==> config.mk <==
export PLATFORM = sky130hd
export DESIGN_NAME = q_edge_window_counter
export DESIGN_NICKNAME = d
export VERILOG_FILES = /design/src/rtl/q_evt_pkg.sv /design/src/rtl/q_glitch_filter.sv /design/src/rtl/q_edge_window_counter.sv
export SDC_FILE = /design/constraint.sdc
export NUM_CORES = 1
export LEC_CHECK = 0
export BUFFER_PORTS_ARGS = -buffer_cell sky130_fd_sc_hd__buf_2
export CAP_MARGIN = 20
export CORE_UTILIZATION = 60
export CTS_CLUSTER_SIZE = 14
export DETAILED_ROUTE_END_ITERATION = 10
export GPL_TIMING_DRIVEN = 0
export PLACE_DENSITY = 0.86
export REMOVE_ABC_BUFFERS = 1
export SLEW_MARGIN = 10
export SYNTH_ARGS = -nofsm -noshare
export SYNTH_HDL_FRONTEND = slang
export SYNTH_HIERARCHICAL = 1
export SYNTH_SLANG_ARGS = --single-unit
==> constraint.sdc <==
create_clock -name clk -period 4.4 [get_ports clk]
set_clock_uncertainty 0.05 [all_clocks]
set_input_delay 0.66 -clock clk [delete_from_list [all_inputs] [get_ports clk]]
set_output_delay 0.66 -clock clk [all_outputs]
set_load 0.05 [all_outputs]
==> src/rtl/q_evt_pkg.sv <==
// Shared types and default sizing for the q edge window counter slice.
package q_evt_pkg;

   typedef enum logic {
      IDLE = 1'b0,
      RUN  = 1'b1
   } state_t;

   localparam int STABLE_CYCLES_DEF = 3;
   localparam int WINDOW_DEF        = 16;
   localparam int CNT_W_DEF         = 8;

endpackage

==> src/rtl/q_glitch_filter.sv <==
// Deglitcher for the upstream q bit: filt follows q_in only after STABLE_CYCLES
// consecutive differing samples; rise flags the edge where filt is about to go 1.
module q_glitch_filter
   import q_evt_pkg::*;
#(
   parameter int STABLE_CYCLES = STABLE_CYCLES_DEF
) (
   input  logic clk,
   input  logic rst,
   input  logic q_in,
   output logic filt,
   output logic rise
);

   localparam int SW = (STABLE_CYCLES > 1) ? $clog2(STABLE_CYCLES) : 1;
   localparam logic [SW-1:0] STAB_MAX = SW'(STABLE_CYCLES - 1);

   logic [SW-1:0] stab_cnt;
   logic          flip;

   // flip is the edge at which filt takes the new value, so rise lines up with filt_next
   assign flip = (q_in != filt) && (stab_cnt == STAB_MAX);
   assign rise = flip & q_in;

   always_ff @(posedge clk or negedge rst) begin
      if (!rst) begin
         filt     <= 1'b0;
         stab_cnt <= '0;
      end else if (q_in == filt) begin
         stab_cnt <= '0;
      end else if (flip) begin
         filt     <= q_in;
         stab_cnt <= '0;
      end else begin
         stab_cnt <= stab_cnt + 1'b1;
      end
   end

endmodule

==> src/rtl/q_edge_window_counter.sv <==
// Counts filtered rising edges of q_in over WINDOW-clock windows and offers each
// window's count downstream on a valid/ready handshake.
//
//   state | meaning
//   IDLE  | paused; window/edge counters hold, next entry starts a fresh window
//   RUN   | window running; win_cnt advances each clock, rises accumulate
module q_edge_window_counter
   import q_evt_pkg::*;
#(
   parameter int STABLE_CYCLES = STABLE_CYCLES_DEF,
   parameter int WINDOW        = WINDOW_DEF,
   parameter int CNT_W         = CNT_W_DEF
) (
   input  logic             clk,
   input  logic             rst,
   input  logic             q_in,
   input  logic             enable,
   output logic [CNT_W-1:0] out_data,
   output logic             out_valid,
   input  logic             out_ready,
   output logic             overrun
);

   localparam int WW = $clog2(WINDOW);
   localparam logic [WW-1:0]    WIN_LAST = WW'(WINDOW - 1);
   localparam logic [CNT_W-1:0] CNT_MAX  = '1;

   state_t           state;
   logic [WW-1:0]    win_cnt;
   logic [CNT_W-1:0] edge_cnt;
   logic [CNT_W-1:0] edge_next;
   logic             filt_unused;
   logic             rise;
   logic             win_end;
   logic             accept;

   q_glitch_filter #(
      .STABLE_CYCLES(STABLE_CYCLES)
   ) u_filt (
      .clk  (clk),
      .rst  (rst),
      .q_in (q_in),
      .filt (filt_unused),
      .rise (rise)
   );

   assign edge_next = (rise && (edge_cnt != CNT_MAX)) ? edge_cnt + 1'b1 : edge_cnt;
   assign win_end   = (state == RUN) && enable && (win_cnt == WIN_LAST);
   assign accept    = out_valid & out_ready;

   always_ff @(posedge clk or negedge rst) begin
      if (!rst) begin
         state     <= IDLE;
         win_cnt   <= '0;
         edge_cnt  <= '0;
         out_data  <= '0;
         out_valid <= 1'b0;
         overrun   <= 1'b0;
      end else begin
         case (state)
            IDLE: begin
               if (enable) begin
                  state    <= RUN;
                  win_cnt  <= '0;
                  edge_cnt <= '0;
               end
            end
            RUN: begin
               if (!enable) begin
                  state <= IDLE;
               end else if (win_end) begin
                  win_cnt  <= '0;
                  edge_cnt <= '0;
               end else begin
                  win_cnt  <= win_cnt + 1'b1;
                  edge_cnt <= edge_next;
               end
            end
            default: state <= IDLE;
         endcase

         // a result still waiting with no ready is kept; the new snapshot is the one lost
         if (win_end) begin
            if (!out_valid || out_ready) begin
               out_data  <= edge_next;
               out_valid <= 1'b1;
            end else begin
               overrun <= 1'b1;
            end
         end else if (accept) begin
            out_valid <= 1'b0;
         end
      end
   end

endmodule

==> impl_summary.txt <==
----------------------------------------------------
[Yosys]
  Number of cells produced by synthesis ... approximately 130
  EDFF count, synth ... 0
  Synth Area per Inst ... roughly 9.6 um^2
  Most numerous cell in the Yosys netlist ... sky130_fd_sc_hd__dfrtp_1
  Area of the mapped netlist ... 1270 um^2
  Cell type contributing the most total cell area after synthesis ... sky130_fd_sc_hd__dfrtp_1
  Sequential element share of the synthesized area ... 0.511
  Ys flop type ... sky130_fd_sc_hd__dfrtp_1
  #FFs+latches synth ... 26
  Area contributors post-synth ... sky130_fd_sc_hd__dfrtp_1, sky130_fd_sc_hd__a21oi_1, sky130_fd_sc_hd__o21ai_0
  Number of unique standard cell types used by synthesis ... 36
  Fraction of registers with async set/reset ... 1.00
  Yosys synthesis warning count ... 6
  Synth top area share ... 0.511
  Most used standard cells in the synthesized netlist ... sky130_fd_sc_hd__dfrtp_1, sky130_fd_sc_hd__nand2_1, sky130_fd_sc_hd__a21oi_1, sky130_fd_sc_hd__o21ai_0, sky130_fd_sc_hd__nor2_1

[Floorplanning]
  Core area ... 1980 um^2
  Die boundary height ... between 40 and 50 um
  I/O pin cnt ... 15
  Chip Width ... ~48 um
  Starting utilization of the core area ... 0.642
  Die Outline Area ... ~2300 um^2
  Cell Rows ... 16

[Finish]
  Area taken by multi-input logic gates ... around 590 um^2
  Fraction of final layout cells sized beyond drive strength 1 ... 0.164
  Final Core Density ... 0.699
  Final antenna diode count ... 0
  Total number of nets in the final design ... approximately 160
  Final instance area ... 1390 um^2
  Reg area ... 651 um^2
  Area growth from synthesis to layout ... 8.95%
  Fill cell instance count of the final layout ... between 150 and 200

[CTS]
  Clock net sink count ... 26
  # Post-CTS Setup Buffers ... 0
  CTS tree ... yes
  Maximum clock insertion buffer count ... 2
  Hold buffer count at cts ... 0
  Max H-tree Level ... 1
  Clock insertion delay at the later pin of the skew report ... 0.32 ns
  Clock input transition at the sequential cells of the worst setup and hold paths ... around 0.13 ns
  Root buf cell ... sky130_fd_sc_hd__clkbuf_4
  Number of buffers inserted during clock tree synthesis ... 3
  Post_cts resized ... 0

[Setup path]
  Required time at the worst-slack endpoint ... 4.56 ns
  Depth of the most critical reg-to-reg path ... 6
  Crit path cell chain ... nand2b_4, nor3b_1, nand4_2, or4_4, nand2_1, a21oi_1
  R2r startpoint ... u_filt/stab_cnt[0]
  Critical path capture point type ... register
  Delay of the slowest critical-path stage ... slightly below 0.6 ns
  Crit path arrival time ... 2.44 ns
  Start-to-end type of the worst setup path ... register to register
  Flop2flop setup slack ... 2.11 ns
  Reg-to-reg endpoint ... edge_cnt[7]
  Maximum fanout count along the critical path ... 7
  Slowest library cell on the worst path ... sky130_fd_sc_hd__nor3b_1
  Launching element type of the critical path ... register

[Power and ir drop]
  Sw Ratio ... 0.264
  Reg power frac ... 0.634
  Clock group share of total power ... 0.228
  P_leak ... around 0.61 nW
  Peak supply drop ... just over 0.3 mV
  Internal ... between 0.3 and 0.4 mW
  Gate power share ... 0.137
  Switching Power ... roughly 0.11 mW
  Areal power density over the cells ... 312 nW/um^2

[Routing]
  Post-DR wirelength/cell ... around 14 um
  Number of nets still failing antenna checks after routing ... 0
  DRC violation count after routing ... 0
  Routed wire length ... 2430 um
  Length of the first detailed-routing pass in iterations ... 5
  Avg Vias per Cell ... a little under 6
  Number of DRC markers after the initial detailed-route iteration ... 16
  Vias after detailed routing ... ~1000

[Placement]
  Post-Place Setup Slack ... 1.89 ns
  Gp weighted congestion ... approximately 0.87
  PortBufs ... 14
  Sum of net half-perimeters after detailed placement ... 1760 um
  Cell area after placement ... approximately 1400 um^2

[Global routing]
  Maximum number of pins on one net before global-route repair ... 27
  Total global routing track utilization ... 0.243
  First-pass GRT wire length ... about 3800 um
  Total global routing overflow ... 0
  Initial antenna violation count ... 0
  Via count of the first global-routing pass ... 907

[Timing]
  Slew at the pin closest to its max-slew limit ... ~0.74 ns
  Hold Violations, Final ... 0
  Setup ws final ... between 2 and 2.5 ns
  Setup repair after global routing missed its margin ... false
  Final slew viol count ... 0
  Final sum of negative setup slack ... 0 ns
  Relative slew slack ... 0.504
  Final setup viols ... 0
  Fin crit share ... 0.520
  F_max ... between 400 and 500 MHz
  Fin crit period ... ~2.3 ns

[Job]
  Number of max-cap violations ... 0

[Hold path]
  Min-Delay Path Class ... input port to async pin

[Outcome]
  Outcome ... complete, no violations

----------------------------------------------------
[power groups by stage]
stage | logic (mW) | clock network [mW] | registers, mW
2_1_floorplan | 0.0439 | 0 | 0.274
3_3_place_gp | 0.0563 | 0 | 0.276
3_5_place_dp | 0.0598 | 0 | 0.278
4_1_cts | 0.0599 | 0.101 | 0.274
5_1_grt | 0.0659 | 0.109 | 0.277
6_report | 0.0594 | 0.0988 | 0.274
[final cells by class]
cell class              instances  share of cell area
repair buffers                 14              0.0505
clock buffers                   3              0.0162
well taps                      27              0.0244
flip-flops and latches         26               0.469
multi-input cells              97               0.423
inverters                       6              0.0162
[state kept, by name, summed over array words and instances, names as in the netlist]
register,cells
edge_cnt,8
out_valid,1
out_data,8
win_cnt,4
u_filt/stab_cnt,2
u_filt/filt,1
state,1
overrun,1
[placed cells by master (no fill, tap or decap), drive strengths merged, types with 4 or more instances in the layout]
cell / n
a21oi: 12
buf: 14
dfrtp: 26
inv: 6
nand2: 15
nand3: 9
nor2: 9
nor3: 4
o21ai: 15
o31ai: 5
[metal layers]
layer  GRT usage  vias up  share of wire
met4       0.106        0          0.017
met5           0        -              0
met3      0.0566        6          0.028
met1       0.292      489           0.44
li1            -      510              -
met2       0.416       23           0.51
[kinds of logic (layout without fill, tap and decap cells)]
family / Yosys count / after routing / share of synthesized area
simple gates: 52 / 52 / 0.222
compound gates: 39 / 39 / 0.186
flops: 26 / 26 / 0.511
buf+inv: 9 / 23 / 0.0275
fa+ha+maj: 2 / 2 / 0.0197
xor+xnor: 2 / 2 / 0.0138
mux: 2 / 2 / 0.0197
[worst max path at each step]
stage,startpoint,to,slack [ns],cells after the start
floorplan,q_in,out_data[7],2.20,5
global placement,q_in,edge_cnt[7],1.84,6
detailed placement,q_in,edge_cnt[7],1.89,6
CTS,u_filt/stab_cnt[0],edge_cnt[7],2.13,6
global route,u_filt/stab_cnt[0],edge_cnt[6],1.88,6
finish,u_filt/stab_cnt[0],edge_cnt[7],2.11,6
[stage by stage]
stage               std cells  total power, mW  hold slack (ns)
global route              173            0.452            0.304
floorplan                 129            0.318            0.314
finish                    173            0.433            0.265
global placement          170            0.332            0.384
detailed placement        170            0.338            0.401
CTS                       173            0.435            0.279
[critical path, delay by kind of cell, from the launching register on]
family	cells	cell delay (ns)
AO/OA/AOI/OAI	1	0.06
flip-flops	1	0.41
AND/OR/NAND/NOR	5	1.65
No activity file was read; power rests on OpenSTA's default activity.
